===== config.mk =====
export PLATFORM = sky130hd
export DESIGN_NAME = frame_result_controller
export DESIGN_NICKNAME = d
export VERILOG_FILES = /design/src/rtl/frame_result_controller.sv
export SDC_FILE = /design/constraint.sdc
export NUM_CORES = 1
export LEC_CHECK = 0
export CAP_MARGIN = 10
export CORE_MARGIN = 1.5
export CORE_UTILIZATION = 30
export CTS_CLUSTER_SIZE = 40
export DETAILED_ROUTE_END_ITERATION = 10
export PLACE_DENSITY = 0.5
export SLEW_MARGIN = 10
export SYNTH_ARGS = -nofsm -noshare
export SYNTH_HDL_FRONTEND = slang
export SYNTH_SLANG_ARGS = --single-unit

===== constraint.sdc =====
create_clock -name CLK -period 1.43 [get_ports CLK]
set_clock_uncertainty 0.1 [all_clocks]
set_input_delay 0.3575 -clock CLK [delete_from_list [all_inputs] [get_ports CLK]]
set_output_delay 0.3575 -clock CLK [all_outputs]
set_load 0.01 [all_outputs]

===== src/rtl/frame_result_controller.sv =====
// frame_result_controller: confirms per-frame colour results over CONFIRM_FRAMES frames and sends each
// change of the stable result to the Arduino over a 4-phase REQ/ACK handshake. Define RESULT_TIMEOUT_EN to add an ACK timeout.
module frame_result_controller #(
   parameter int CONFIRM_FRAMES = 3,
   parameter int ACK_TIMEOUT    = 50000
) (
   input  logic       CLK,
   input  logic       RESET_N,
   input  logic       VGA_VSYNC_NEG,
   input  logic [1:0] FRAME_RESULT,
   input  logic       ARD_ACK,
   output logic       ARD_REQ,
   output logic [1:0] ARD_DATA,
   output logic [1:0] STABLE_RESULT,
   output logic       BUSY,
   output logic       TIMEOUT_ERR
);
   localparam logic [1:0] ST_IDLE    = 2'd0;
   localparam logic [1:0] ST_SEND    = 2'd1;
   localparam logic [1:0] ST_RELEASE = 2'd2;
   localparam logic [3:0] CONFIRM_N  = 4'(CONFIRM_FRAMES);

   if (CONFIRM_FRAMES < 1 || CONFIRM_FRAMES > 15) begin : g_bad_confirm
      $error("CONFIRM_FRAMES must be 1..15");
   end
   if (ACK_TIMEOUT < 1 || ACK_TIMEOUT > 65535) begin : g_bad_timeout
      $error("ACK_TIMEOUT must be 1..65535");
   end

   logic       vs_d_reg;
   logic       samp_stb_reg;
   logic       ack_meta_reg;
   logic       ack_s_reg;
   logic [1:0] cand_reg;
   logic [3:0] cnt_reg;
   logic [1:0] stable_reg;
   logic       pending_reg;
   logic [1:0] state_reg;
   logic       ard_req_reg;
   logic [1:0] ard_data_reg;
   logic       fall;
   logic [1:0] sample;
   logic       confirm;
   logic       launch;
   logic       tmo_abort;

   assign fall    = vs_d_reg & ~VGA_VSYNC_NEG;
   assign sample  = (FRAME_RESULT == 2'b11) ? 2'b00 : FRAME_RESULT;
   // cnt_reg already holds the post-strobe count, so confirm lands one edge after the strobe
   assign confirm = (cnt_reg == CONFIRM_N) && (cand_reg != stable_reg);
   assign launch  = (state_reg == ST_IDLE) && pending_reg;

   always_ff @(posedge CLK or negedge RESET_N) begin
      if (!RESET_N) begin
         vs_d_reg     <= 1'b0;
         samp_stb_reg <= 1'b0;
         ack_meta_reg <= 1'b0;
         ack_s_reg    <= 1'b0;
         cand_reg     <= 2'b00;
         cnt_reg      <= 4'd0;
         stable_reg   <= 2'b00;
         pending_reg  <= 1'b0;
      end else begin
         vs_d_reg     <= VGA_VSYNC_NEG;
         samp_stb_reg <= fall;
         ack_meta_reg <= ARD_ACK;
         ack_s_reg    <= ack_meta_reg;
         if (samp_stb_reg) begin
            if (sample == cand_reg) begin
               if (cnt_reg != CONFIRM_N) cnt_reg <= cnt_reg + 4'd1;
            end else begin
               cand_reg <= sample;
               cnt_reg  <= 4'd1;
            end
         end
         if (confirm) stable_reg <= cand_reg;
         // a confirm coinciding with a launch keeps pending set so the newer value follows
         if (confirm)     pending_reg <= 1'b1;
         else if (launch) pending_reg <= 1'b0;
      end
   end

`ifdef RESULT_TIMEOUT_EN
   localparam logic [15:0] TMO_LAST = 16'(ACK_TIMEOUT - 1);
   logic [15:0] tmo_cnt_reg;
   logic        timeout_err_reg;

   assign tmo_abort   = (state_reg == ST_SEND) && !ack_s_reg && (tmo_cnt_reg == TMO_LAST);
   assign TIMEOUT_ERR = timeout_err_reg;

   always_ff @(posedge CLK or negedge RESET_N) begin
      if (!RESET_N) begin
         tmo_cnt_reg     <= 16'd0;
         timeout_err_reg <= 1'b0;
      end else begin
         if (launch)                      tmo_cnt_reg <= 16'd0;
         else if (state_reg == ST_SEND)   tmo_cnt_reg <= tmo_cnt_reg + 16'd1;
         if (tmo_abort) timeout_err_reg <= 1'b1;
      end
   end
`else
   assign tmo_abort   = 1'b0;
   assign TIMEOUT_ERR = 1'b0;
`endif

   always_ff @(posedge CLK or negedge RESET_N) begin
      if (!RESET_N) begin
         state_reg    <= ST_IDLE;
         ard_req_reg  <= 1'b0;
         ard_data_reg <= 2'b00;
      end else begin
         case (state_reg)
            ST_IDLE: begin
               if (pending_reg) begin
                  ard_data_reg <= stable_reg;
                  ard_req_reg  <= 1'b1;
                  state_reg    <= ST_SEND;
               end
            end
            ST_SEND: begin
               if (ack_s_reg) begin
                  ard_req_reg <= 1'b0;
                  state_reg   <= ST_RELEASE;
               end else if (tmo_abort) begin
                  ard_req_reg <= 1'b0;
                  state_reg   <= ST_IDLE;
               end
            end
            ST_RELEASE: begin
               if (!ack_s_reg) state_reg <= ST_IDLE;
            end
            default: state_reg <= ST_IDLE;
         endcase
      end
   end

   assign ARD_REQ       = ard_req_reg;
   assign ARD_DATA      = ard_data_reg;
   assign STABLE_RESULT = stable_reg;
   assign BUSY          = (state_reg != ST_IDLE);
endmodule


==> impl_metrics.py <==
metrics = {
    "setup_path": {
        "slowest_stage": "nor3b_4",
        "critPathArrivalTime_ns": 1.57,
        "crit_start": "cnt_reg[1]",
        "worstSetupEndpointType": "flip-flop",
        "rr_endpoint": "STABLE_RESULT[0]",
        "critPathMaxStageDelay_ns": 0.40,
        "crit_family": "simple AND/OR/NAND/NOR gates",
        "reg2regPathDepth": 3,
        "r2r_setup_slack_ns": -0.05,
        "start_kind": "flip-flop",
        "worstSetupPathType": "reg2reg",
        "crit_buf_inv": 0,
        "crit_chain": "ha_2 > nor3b_4 > mux2_4",
        "worstPathRequired_ns": 1.52,
        "r2r_start": "cnt_reg[1]",
        "path_max_fanout": 7,
    },
    "yosys": {
        "synth.avg_cell_area_sq_um": 11.6,
        "synth_edf_count": 0,
        "ys_ff_latch": 18,
        "ys.flop_type": "dfrtp_1",
        "seq_area_frac_synth_pct": 56.9,
        "yosys_warnings": 0,
        "syn_nets": 75,
        "async_flop_share_pct": 100,
        "synth_cell_type_count": 31,
        "netlist_area_sq_um": 792,
        "synthCells": 68,
    },
    "finish": {
        "syn2layout_area_growth_pct": 38.7,
        "layout_commonest_cell": "dfrtp_1",
        "antenna_cells": 0,
        "num-nets-final": 106,
        "n_fill_cell": 246,
        "largest_reg_flops": 4,
        "final_cell_mix": "dfrtp_1, buf_4, inv_1",
        "drive_above_1_share_pct": 35.7,
        "layout.cells.non_filler": 128,
        "final_core_util_pct": 44.3,
    },
    "global_route": {
        "grt_max_degree": 19,
        "grt_util_all_layers_pct": 12.6,
        "grt_pass1_vias": 603,
        "grt_pass1_wl_um": 2550,
        "overflow": 0,
        "antenna_found_initial": 0,
    },
    "cts": {
        "cts.clk_slew.worst_paths_ns": 0.11,
        "htree_levels": 1,
        "cts_made_buffers": 3,
        "insertion_delay_ns": 0.29,
        "clock-sinks": 18,
        "holdBufCountCts": 0,
        "cts_tree": "yes",
        "cts_root_buffer": "clkbuf_4",
        "cts.path.max_buffers": 2,
    },
    "timing": {
        "slew_viol_final": 0,
        "fin_crit_ns": 1.48,
        "hold_viol_final": 0,
        "finalCritPeriodShare_pct": 104,
        "holdWs_ns": 0.271,
        "setup_viol": 5,
        "rsz0062_at_grt": "true",
        "setup_ws_ns": -0.0504,
        "fmax_mhz": 675,
    },
    "drt": {
        "drt-total-wl_um": 1500,
        "drt_iter0_drc": 6,
        "wl_per_cell_um": 11.7,
        "drcViolationCount": 0,
        "drt_pass1_iterations": 3,
        "ant_nets": 0,
        "vias": 599,
        "vias_per_cell": 4.68,
    },
    "outcome": {
        "violations": "negative setup slack",
        "status": "finished with violations",
    },
    "hold_path": {
        "hp-start": "ack_meta_reg",
        "holdCritPathClass": "reg2reg",
        "hold_depth": 0,
        "min_to": "ack_s_reg",
    },
    "pwr": {
        "p_leak_nw": 0.531,
        "p_per_area_nw_per_um2": 1710,
        "ir_drop_mv": 0.773,
    },
    "floorplanning": {
        "die_area_sq_um": 2960,
        "coreArea_sq_um": 2480,
        "initial_core_util_pct": 32.0,
        "io_pins": 13,
        "die_w_um": 54.4,
        "die_y_um": 54.4,
        "core.rowCount": 18,
    },
    "job": {
        "maxCapViolCount": 0,
    },
    "placed_design": {
        "gp_congestion": 0.722,
        "hpwl_um": 1130,
        "io_buffers": 11,
        "placed_cells": 121,
    },
}
## worst register-to-register path: cells and delay by family (launching register included)
family,cells,cell delay [ns]
adder cells (fa/ha/maj),1,0.19
AND/OR/NAND/NOR,1,0.40
flip-flops,1,0.36
multiplexers,1,0.34
## layout make-up
cell class                      instances  area, sq um  share of cell area (%)
Multi-Input combinational cell         42          334                    30.4
Clock buffer                            4         36.3                    3.30
Tap cell                               30         37.5                    3.42
Inverter                                6         22.5                    2.05
Sequential cell                        18          450                    41.0
Timing Repair Buffer                   28          218                    19.8
## Yosys cell counts, drive strengths merged, types with 2 or more instances
cell	instances	area (sq um)
a21oi	4	20.0
dfrtp	18	450
inv	6	22.5
mux2	4	45.0
nand2	4	15.0
nor2	3	11.3
o21ai	3	15.0
xnor2	3	26.3
xor2	2	17.5
## power breakdown
| part | switching (mW) | leakage (nW) | internal (mW) |
|---|---|---|---|
| Clock | 0.159 | 0.0210 | 0.155 |
| Combinational | 0.342 | 0.283 | 0.505 |
| Sequential | 0.0821 | 0.227 | 0.641 |
## per-stage QoR
stage	cell area, sq um	total power, mW	TNS (ns)	setup slack [ns]
after global routing	1100	2.04	-0.437	-0.0918
after detailed placement	1040	1.55	-1.58	-0.370
final	1100	1.88	-0.179	-0.0504
after floorplan	798	1.10	0	0.0420
after CTS	1100	1.91	-0.273	-0.0715
after global placement	1040	1.52	-1.33	-0.335
## logic make-up (layout without fill, tap and decap cells)
| family | Yosys count | after routing | synth area share (%) |
|---|---|---|---|
| AOI/OAI and AO/OA | 16 | 16 | 14.2 |
| xor gates and xnor gates | 5 | 5 | 5.53 |
| adders and majority gates | 1 | 1 | 1.58 |
| buffers and inverters | 8 | 38 | 4.27 |
| DFF | 18 | 18 | 56.9 |
| muxes | 5 | 5 | 6.95 |
| other | 1 | 1 | 0.473 |
| and+or+nand+nor | 14 | 14 | 10.1 |
## repair_timing
action,4_1_cts,5_1_grt
pin swaps,4,3
setup buffers,3,0
resized for setup,19,7
setup endpoints to repair,11,10
endpoints found under the hold margin,0,0
## worst max-delay path by stage
stage | endpoint | slack [ns] | depth (start not counted)
floorplan | STABLE_RESULT[0] | 0.04 | 3
global placement | cnt_reg[0] | -0.34 | 4
detailed placement | cnt_reg[0] | -0.37 | 4
CTS | cnt_reg[0] | -0.07 | 4
global route | STABLE_RESULT[1] | -0.09 | 3
finish | STABLE_RESULT[0] | -0.05 | 3
## per-layer routing
layer,share of wire [%],track usage [%],up-vias
met2,52,22.7,11
li1,-,-,294
met1,43,13.3,292
met5,0,0,-
met3,4.1,4.10,2
met4,0.87,5.00,0
Power figures use the tool's default switching activity.
